## config.mk

```make
export PLATFORM = sky130hd
export DESIGN_NAME = hazard_stall_ctrl_flat
export DESIGN_NICKNAME = d
export VERILOG_FILES = /design/src/rtl/hazard_stall_ctrl_pkg.sv /design/src/rtl/hazard_stall_ctrl_if.sv /design/src/rtl/hazard_stall_ctrl_md_seq.sv /design/src/rtl/hazard_stall_ctrl.sv /design/src/flat_wrapper.sv
export SDC_FILE = /design/constraint.sdc
export NUM_CORES = 1
export LEC_CHECK = 0
export ABC_AREA = 1
export BUFFER_PORTS_ARGS = -buffer_cell sky130_fd_sc_hd__buf_2
export CAP_MARGIN = 30
export CORE_ASPECT_RATIO = 0.75
export CORE_MARGIN = 10
export CORE_UTILIZATION = 30
export DETAILED_ROUTE_END_ITERATION = 12
export GPL_TIMING_DRIVEN = 0
export PLACE_DENSITY = 0.62
export REMOVE_ABC_BUFFERS = 1
export SYNTH_ARGS = -nofsm -noshare
export SYNTH_HDL_FRONTEND = slang
export SYNTH_SLANG_ARGS = --single-unit
export TNS_END_PERCENT = 20
```

## constraint.sdc

```tcl
create_clock -name clk -period 3.25 [get_ports clk]
set_input_delay 0.1625 -clock clk [delete_from_list [all_inputs] [get_ports clk]]
set_output_delay 0.1625 -clock clk [all_outputs]
set_load 0.05 [all_outputs]
```

## src/rtl/hazard_stall_ctrl_pkg.sv

```systemverilog
// Shared definitions for the pipeline interlock controller: stall-cause
// codes, mul/div sequencer states and the register-match helper.
package hazard_stall_ctrl_pkg;

    localparam int REG_W = 5;

    typedef enum logic [1:0] {
        STALL_NONE = 2'b00,
        STALL_LU   = 2'b01,
        STALL_BR   = 2'b10,
        STALL_MD   = 2'b11
    } stall_cause_t;

    typedef enum logic {
        MD_IDLE = 1'b0,
        MD_BUSY = 1'b1
    } md_state_t;

    // A producer matches a source operand only for a non-zero register; $0 is hardwired.
    function automatic logic reg_hit(input logic [REG_W-1:0] num_rd,
                                     input logic [REG_W-1:0] num_src);
        return (num_rd == num_src) && (num_src != 5'd0);
    endfunction

endpackage

```

## src/rtl/hazard_stall_ctrl_if.sv

```systemverilog
// Pipeline-side bundle of the interlock controller: ID/EX/MEM hazard inputs,
// stall controls, mul/div handshake and the profiling counter.
interface hazard_stall_ctrl_if
    import hazard_stall_ctrl_pkg::*;
#(
    parameter int STALL_CNT_W = 16
);
    logic [REG_W-1:0]       id_num_rs;
    logic [REG_W-1:0]       id_num_rt;
    logic                   id_uses_rt;
    logic                   id_is_branch;
    logic                   id_is_muldiv;
    logic                   id_reads_hilo;
    logic [REG_W-1:0]       ex_num_rd;
    logic                   ex_reg_write;
    logic                   ex_mem_read;
    logic [REG_W-1:0]       mem_num_rd;
    logic                   mem_mem_read;
    logic                   kill;
    logic                   pc_write;
    logic                   ifid_write;
    logic                   idex_flush;
    logic [1:0]             stall_cause;
    logic                   md_start;
    logic                   md_busy;
    logic                   md_done;
    logic [STALL_CNT_W-1:0] stall_count;

    modport master (
        output id_num_rs, id_num_rt, id_uses_rt, id_is_branch, id_is_muldiv,
               id_reads_hilo, ex_num_rd, ex_reg_write, ex_mem_read,
               mem_num_rd, mem_mem_read, kill,
        input  pc_write, ifid_write, idex_flush, stall_cause,
               md_start, md_busy, md_done, stall_count
    );

    modport slave (
        input  id_num_rs, id_num_rt, id_uses_rt, id_is_branch, id_is_muldiv,
               id_reads_hilo, ex_num_rd, ex_reg_write, ex_mem_read,
               mem_num_rd, mem_mem_read, kill,
        output pc_write, ifid_write, idex_flush, stall_cause,
               md_start, md_busy, md_done, stall_count
    );

endinterface

```

## src/rtl/hazard_stall_ctrl_md_seq.sv

```systemverilog
// Mul/div sequencer: IDLE/BUSY FSM with a down-counter that times the
// MD_LATENCY-cycle operation; a kill aborts silently without a done pulse.
module hazard_stall_ctrl_md_seq
    import hazard_stall_ctrl_pkg::*;
#(
    parameter int MD_LATENCY = 32
) (
    input  logic clk,
    input  logic rst,
    input  logic start_req,
    input  logic kill,
    output logic start,
    output logic busy,
    output logic done
);
    localparam int CNT_W = (MD_LATENCY > 2) ? $clog2(MD_LATENCY) : 1;
    localparam logic [CNT_W-1:0] CNT_LAST = CNT_W'(MD_LATENCY - 1);

    md_state_t        state_r;
    md_state_t        state_nxt_s;
    logic [CNT_W-1:0] cnt_r;
    logic [CNT_W-1:0] cnt_nxt_s;

    // State and counter registers; reset drops any operation in flight.
    always_ff @(posedge clk or posedge rst) begin
        if (rst) begin
            state_r <= MD_IDLE;
            cnt_r   <= {CNT_W{1'b0}};
        end else begin
            state_r <= state_nxt_s;
            cnt_r   <= cnt_nxt_s;
        end
    end

    // Next state: launch on an accepted request, count down, leave on zero or kill.
    always_comb begin
        state_nxt_s = state_r;
        cnt_nxt_s   = cnt_r;
        case (state_r)
            MD_IDLE: begin
                if (start_req && !kill) begin
                    state_nxt_s = MD_BUSY;
                    cnt_nxt_s   = CNT_LAST;
                end else begin
                    state_nxt_s = MD_IDLE;
                    cnt_nxt_s   = {CNT_W{1'b0}};
                end
            end
            MD_BUSY: begin
                if (kill || (cnt_r == {CNT_W{1'b0}})) begin
                    state_nxt_s = MD_IDLE;
                    cnt_nxt_s   = {CNT_W{1'b0}};
                end else begin
                    state_nxt_s = MD_BUSY;
                    cnt_nxt_s   = cnt_r - CNT_W'(1);
                end
            end
            default: begin
                state_nxt_s = MD_IDLE;
                cnt_nxt_s   = {CNT_W{1'b0}};
            end
        endcase
    end

    // Outputs: start is combinational from the request, busy/done from the state.
    always_comb begin
        start = 1'b0;
        busy  = 1'b0;
        done  = 1'b0;
        case (state_r)
            MD_IDLE: begin
                start = !rst && start_req && !kill;
            end
            MD_BUSY: begin
                busy = 1'b1;
                done = (cnt_r == {CNT_W{1'b0}}) && !kill;
            end
            default: begin
                start = 1'b0;
            end
        endcase
    end

endmodule

```

## src/rtl/hazard_stall_ctrl.sv

```systemverilog
// Pipeline interlock controller: stalls ID on load-use, unresolved branch
// operands and busy mul/div, sequences the mul/div unit and counts stalls.
module hazard_stall_ctrl
    import hazard_stall_ctrl_pkg::*;
#(
    parameter int MD_LATENCY  = 32,
    parameter int STALL_CNT_W = 16
) (
    input logic               clk,
    input logic               rst,
    hazard_stall_ctrl_if.slave bus
);
    logic                   rs_ex_s;
    logic                   rt_ex_s;
    logic                   rs_mem_s;
    logic                   rt_mem_s;
    logic                   lu_s;
    logic                   br_s;
    logic                   md_s;
    logic                   stall_s;
    logic                   start_req_s;
    logic                   md_start_s;
    logic                   md_busy_s;
    logic                   md_done_s;
    stall_cause_t           cause_s;
    logic [STALL_CNT_W-1:0] stall_count_r;

    // Hazard terms: operand matches against EX/MEM destinations, then the three stall reasons.
    always_comb begin
        rs_ex_s  = reg_hit(bus.ex_num_rd, bus.id_num_rs);
        rt_ex_s  = bus.id_uses_rt && reg_hit(bus.ex_num_rd, bus.id_num_rt);
        rs_mem_s = reg_hit(bus.mem_num_rd, bus.id_num_rs);
        rt_mem_s = bus.id_uses_rt && reg_hit(bus.mem_num_rd, bus.id_num_rt);
        lu_s     = bus.ex_mem_read && (rs_ex_s || rt_ex_s);
        br_s     = bus.id_is_branch &&
                   ((bus.ex_reg_write && (rs_ex_s || rt_ex_s)) ||
                    (bus.mem_mem_read && (rs_mem_s || rt_mem_s)));
        md_s     = (bus.id_is_muldiv || bus.id_reads_hilo) && md_busy_s;
        stall_s  = lu_s || br_s || md_s;
    end

    // Cause encoding with load-use taking precedence over branch over mul/div.
    always_comb begin
        if (lu_s) begin
            cause_s = STALL_LU;
        end else if (br_s) begin
            cause_s = STALL_BR;
        end else if (md_s) begin
            cause_s = STALL_MD;
        end else begin
            cause_s = STALL_NONE;
        end
    end

    // A mul/div in ID issues only when nothing else holds it and no flush is pending.
    assign start_req_s = bus.id_is_muldiv && !stall_s && !bus.kill;

    hazard_stall_ctrl_md_seq #(
        .MD_LATENCY (MD_LATENCY)
    ) u_md_seq (
        .clk       (clk),
        .rst       (rst),
        .start_req (start_req_s),
        .kill      (bus.kill),
        .start     (md_start_s),
        .busy      (md_busy_s),
        .done      (md_done_s)
    );

    // Stall controls; reset freezes the front end and keeps bubbles flowing into EX.
    always_comb begin
        if (rst) begin
            bus.pc_write    = 1'b0;
            bus.ifid_write  = 1'b0;
            bus.idex_flush  = 1'b1;
            bus.stall_cause = STALL_NONE;
        end else if (stall_s) begin
            bus.pc_write    = 1'b0;
            bus.ifid_write  = 1'b0;
            bus.idex_flush  = 1'b1;
            bus.stall_cause = cause_s;
        end else begin
            bus.pc_write    = 1'b1;
            bus.ifid_write  = 1'b1;
            bus.idex_flush  = 1'b0;
            bus.stall_cause = STALL_NONE;
        end
    end

    // Saturating profiling counter of stalled cycles.
    always_ff @(posedge clk or posedge rst) begin
        if (rst) begin
            stall_count_r <= {STALL_CNT_W{1'b0}};
        end else if (stall_s && (stall_count_r != {STALL_CNT_W{1'b1}})) begin
            stall_count_r <= stall_count_r + STALL_CNT_W'(1);
        end else begin
            stall_count_r <= stall_count_r;
        end
    end

    assign bus.md_start    = md_start_s;
    assign bus.md_busy     = md_busy_s;
    assign bus.md_done     = md_done_s;
    assign bus.stall_count = stall_count_r;

endmodule

```

## src/flat_wrapper.sv

```systemverilog
// flat-port wrapper written by rule: the top's interface ports become plain ports
module hazard_stall_ctrl_flat import hazard_stall_ctrl_pkg::*;
#(
    parameter int MD_LATENCY  = 32,
    parameter int STALL_CNT_W = 16
)
  (clk, rst, bus_id_num_rs, bus_id_num_rt, bus_id_uses_rt, bus_id_is_branch, bus_id_is_muldiv, bus_id_reads_hilo, bus_ex_num_rd, bus_ex_reg_write, bus_ex_mem_read, bus_mem_num_rd, bus_mem_mem_read, bus_kill, bus_pc_write, bus_ifid_write, bus_idex_flush, bus_stall_cause, bus_md_start, bus_md_busy, bus_md_done, bus_stall_count);
  hazard_stall_ctrl_if #(.STALL_CNT_W(STALL_CNT_W)) bus_i ();
  input logic clk;
  input logic rst;
  input wire logic [$bits(bus_i.id_num_rs)-1:0] bus_id_num_rs;
  input wire logic [$bits(bus_i.id_num_rt)-1:0] bus_id_num_rt;
  input wire logic [$bits(bus_i.id_uses_rt)-1:0] bus_id_uses_rt;
  input wire logic [$bits(bus_i.id_is_branch)-1:0] bus_id_is_branch;
  input wire logic [$bits(bus_i.id_is_muldiv)-1:0] bus_id_is_muldiv;
  input wire logic [$bits(bus_i.id_reads_hilo)-1:0] bus_id_reads_hilo;
  input wire logic [$bits(bus_i.ex_num_rd)-1:0] bus_ex_num_rd;
  input wire logic [$bits(bus_i.ex_reg_write)-1:0] bus_ex_reg_write;
  input wire logic [$bits(bus_i.ex_mem_read)-1:0] bus_ex_mem_read;
  input wire logic [$bits(bus_i.mem_num_rd)-1:0] bus_mem_num_rd;
  input wire logic [$bits(bus_i.mem_mem_read)-1:0] bus_mem_mem_read;
  input wire logic [$bits(bus_i.kill)-1:0] bus_kill;
  output wire logic [$bits(bus_i.pc_write)-1:0] bus_pc_write;
  output wire logic [$bits(bus_i.ifid_write)-1:0] bus_ifid_write;
  output wire logic [$bits(bus_i.idex_flush)-1:0] bus_idex_flush;
  output wire logic [$bits(bus_i.stall_cause)-1:0] bus_stall_cause;
  output wire logic [$bits(bus_i.md_start)-1:0] bus_md_start;
  output wire logic [$bits(bus_i.md_busy)-1:0] bus_md_busy;
  output wire logic [$bits(bus_i.md_done)-1:0] bus_md_done;
  output wire logic [$bits(bus_i.stall_count)-1:0] bus_stall_count;
  assign bus_i.id_num_rs = bus_id_num_rs;
  assign bus_i.id_num_rt = bus_id_num_rt;
  assign bus_i.id_uses_rt = bus_id_uses_rt;
  assign bus_i.id_is_branch = bus_id_is_branch;
  assign bus_i.id_is_muldiv = bus_id_is_muldiv;
  assign bus_i.id_reads_hilo = bus_id_reads_hilo;
  assign bus_i.ex_num_rd = bus_ex_num_rd;
  assign bus_i.ex_reg_write = bus_ex_reg_write;
  assign bus_i.ex_mem_read = bus_ex_mem_read;
  assign bus_i.mem_num_rd = bus_mem_num_rd;
  assign bus_i.mem_mem_read = bus_mem_mem_read;
  assign bus_i.kill = bus_kill;
  assign bus_pc_write = bus_i.pc_write;
  assign bus_ifid_write = bus_i.ifid_write;
  assign bus_idex_flush = bus_i.idex_flush;
  assign bus_stall_cause = bus_i.stall_cause;
  assign bus_md_start = bus_i.md_start;
  assign bus_md_busy = bus_i.md_busy;
  assign bus_md_done = bus_i.md_done;
  assign bus_stall_count = bus_i.stall_count;
  hazard_stall_ctrl #(.MD_LATENCY(MD_LATENCY), .STALL_CNT_W(STALL_CNT_W)) u_core (.clk(clk), .rst(rst), .bus(bus_i));
endmodule
```

==> results.md <==
* Status: finished clean
* Final setup fails at 0
* Antenna violations before repair at 0
* Root Buffer: clkbuf_8
* DRC viols at 0
* Final net count at 354
* Max Freq at 466 MHz
* Routability Congestion at 0.886
* Cell count of the worst reg-to-reg path at 9
* Area of the die at 9230 µm²
* Yosys warning count at 0
* Rows at 23
* Total Wirelength at 4630 µm
* Crit path capture type: flip-flop
* First-pass GRT wire length at 7980 µm
* Setup Skew at 3.19 ps
* Static leakage at 1.25 nW
* Number of port buffers at 53
* Layout Cells excl Fill at 395
* Slew @ Worst Pin at 884 ps
* Area growth, synth to finish at 21.5%
* CTS Buf Count at 3
* Post CTS Setup Buffer Count at 0
* Drt wl/cell at 11.7 µm
* Area share of the largest cell type after synthesis at 0.318
* ANT cells at 0
* Clock tree buffer depth at 2
* Synthesized flop and latch total at 22
* Total number of vias at 1,710
* Worst R2R End: u_core.bus.stall_count[12]
* GR Overflow Total at 0
* Die Width at 108 µm
* Fin. Hold Viols at 0
* Placed Instances at 392
* Crit path arrival time at 2350 ps
* Initial DRC Count at 101
* Worst slew margin at 0.410
* Vias in the first global route at 1,661
* Synthesized area per cell at 6.45 µm²
* RSZ-0062 raised after global routing: false
* Tot Pwr at 934 µW
* Final Max Slew Viols at 0
* Chip Height at 85.8 µm
* Setup TNS at 0 ps
* Period utilization at 0.660
* Peak supply drop at 0.517 mV
* Antenna viol nets, final at 0
* Worst Path Required at 3460 ps
* Synth area leaders: dfrtp_1 (32%), nand2_1 (24%), xnor2_1 (8.1%)
* Synth unique cells at 23
* Max cap viols at 0
* CTS resizes at 0
* Post-CTS Hold Fix Bufs at 0
* Number of detailed-route iterations in the first pass at 4
* Area leader, netlist: dfrtp_1
* Max layer used: met4
* Crit path launch type: flip-flop
* DP HPWL at 3730 µm
* DR vias/cell at 4.33
* Core footprint at 5470 µm²
* Worst reg2reg setup slack at 1110 ps
* All-Layer GR Usage at 0.103
* H-Tree Depth at 1
* Crit-path max FO at 17
* Power Dens Cells at 445 nW/µm²
* Worst-Skew Late Latency at 270 ps
* Num ports at 54
* M1 WL at 2260 µm
* Clock Pin Slew Worst Setup and Hold Paths at 80 ps
* Largest net degree at the start of global routing at 24
* TritonCTS clock tree: built
* Layout cell share with drive strength beyond 1 at 0.197
* WL met2 at 2010 µm
* Cell area after synthesis at 1730 µm²
* Hold crit path type: in2async
* CTS Sinks at 22
* Initial Utilization at 0.316
* Final worst path period need at 2140 ps
* Synthesized instance count at 268
* WL met3 at 338 µm
* Sequential-to-total area share from yosys stat at 0.318
* CP Class: reg2reg
* Reg-to-Reg Start: u_core.bus.stall_count[0]
* Hold slack final at 103 ps
## cells in the mapped netlist
library cell,n
a21oi_1,4
buf_2,2
buf_4,1
buf_6,1
clkinv_1,1
dfrtp_1,22
ha_1,2
inv_1,35
nand2_1,110
nand2_2,1
nand2_4,1
nand3_1,24
nand3_2,1
nand3_4,1
nand4_1,4
nand4_2,1
nor2_1,25
nor3_1,4
nor3_2,1
o21ai_0,1
or2_2,1
xnor2_1,16
xor2_1,9
## registers in the layout, indices dropped and copies added (netlist names)
register / flops
u_core.u_md_seq.state_r: 1
u_core.bus.stall_count: 16
u_core.u_md_seq.cnt_r: 5
## area by class of cell
cell class | instances | area (µm²)
sequential | 22 | 551
clock buffer | 3 | 41.3
fill | 598 | 3370
timing repair buffer | 53 | 265
tap | 75 | 93.8
inverter | 36 | 135
multi-input combinational | 206 | 1010
## routing by layer
layer	GRT usage	vias up
met5	0	-
met4	0.0145	0
met3	0.0366	3
met2	0.157	34
met1	0.138	750
li1	-	923
## worst max path at each step
stage | end | startpoint | slack, ps | cells past startpoint
after floorplan | bus_idex_flush | u_core.u_md_seq.state_r | 20 | 4
after global placement | bus_md_start | bus_id_num_rt[3] | 1090 | 15
after detailed placement | bus_md_start | bus_id_num_rt[3] | 1090 | 15
after CTS | bus_md_start | bus_id_num_rt[3] | 1090 | 15
after global routing | u_core.bus.stall_count[13] | u_core.bus.stall_count[0] | 840 | 9
final | u_core.bus.stall_count[12] | u_core.bus.stall_count[0] | 1110 | 9
## stage by stage
step	utilization	setup slack, ps	area [µm²]
4_1_cts	0.384	1090	2100
5_1_grt	0.384	844	2100
6_report	0.384	1110	2100
3_5_place_dp	0.377	1090	2060
3_3_place_gp	0.377	1090	2060
2_1_floorplan	-	20.6	1700
## cells in the final DEF (no fill, tap or decap), types with 2 or more instances in the layout
cell type and n:
dfrtp_1 22, a21oi_1 4, ha_1 2, nor3_1 4, inv_1 35, nand4_1 4
nand3_1 24, clkbuf_8 3, nand2_1 110, nor2_1 25, buf_2 53, xor2_1 9
xnor2_1 16
## cells by family (layout without fill, tap and decap cells)
group                    after synthesis  count (layout)  synth area share
flip-flops                            22              22             0.318
adder cells (fa/ha/maj)                2               2            0.0145
XOR/XNOR                              25              25             0.127
buffers and inverters                 40              92            0.0948
AO/OA/AOI/OAI                          5               5            0.0145
AND/OR/NAND/NOR                      174             174             0.431
## worst max-delay path, cell delays in order, from the launching register on
cell,delay (ps)
dfrtp_1,450
ha_1,260
nand3_1,150
inv_1,130
nand3_2,110
clkinv_1,70
nand4_2,390
nand2_4,380
nand2_1,80
nand2_1,70
## power breakdown
group	switching, mW	total [mW]	internal, mW
clock network	0.0878	0.171	0.0830
logic	0.283	0.398	0.116
registers	0.0536	0.365	0.312
Power figures use the tool's default switching activity.
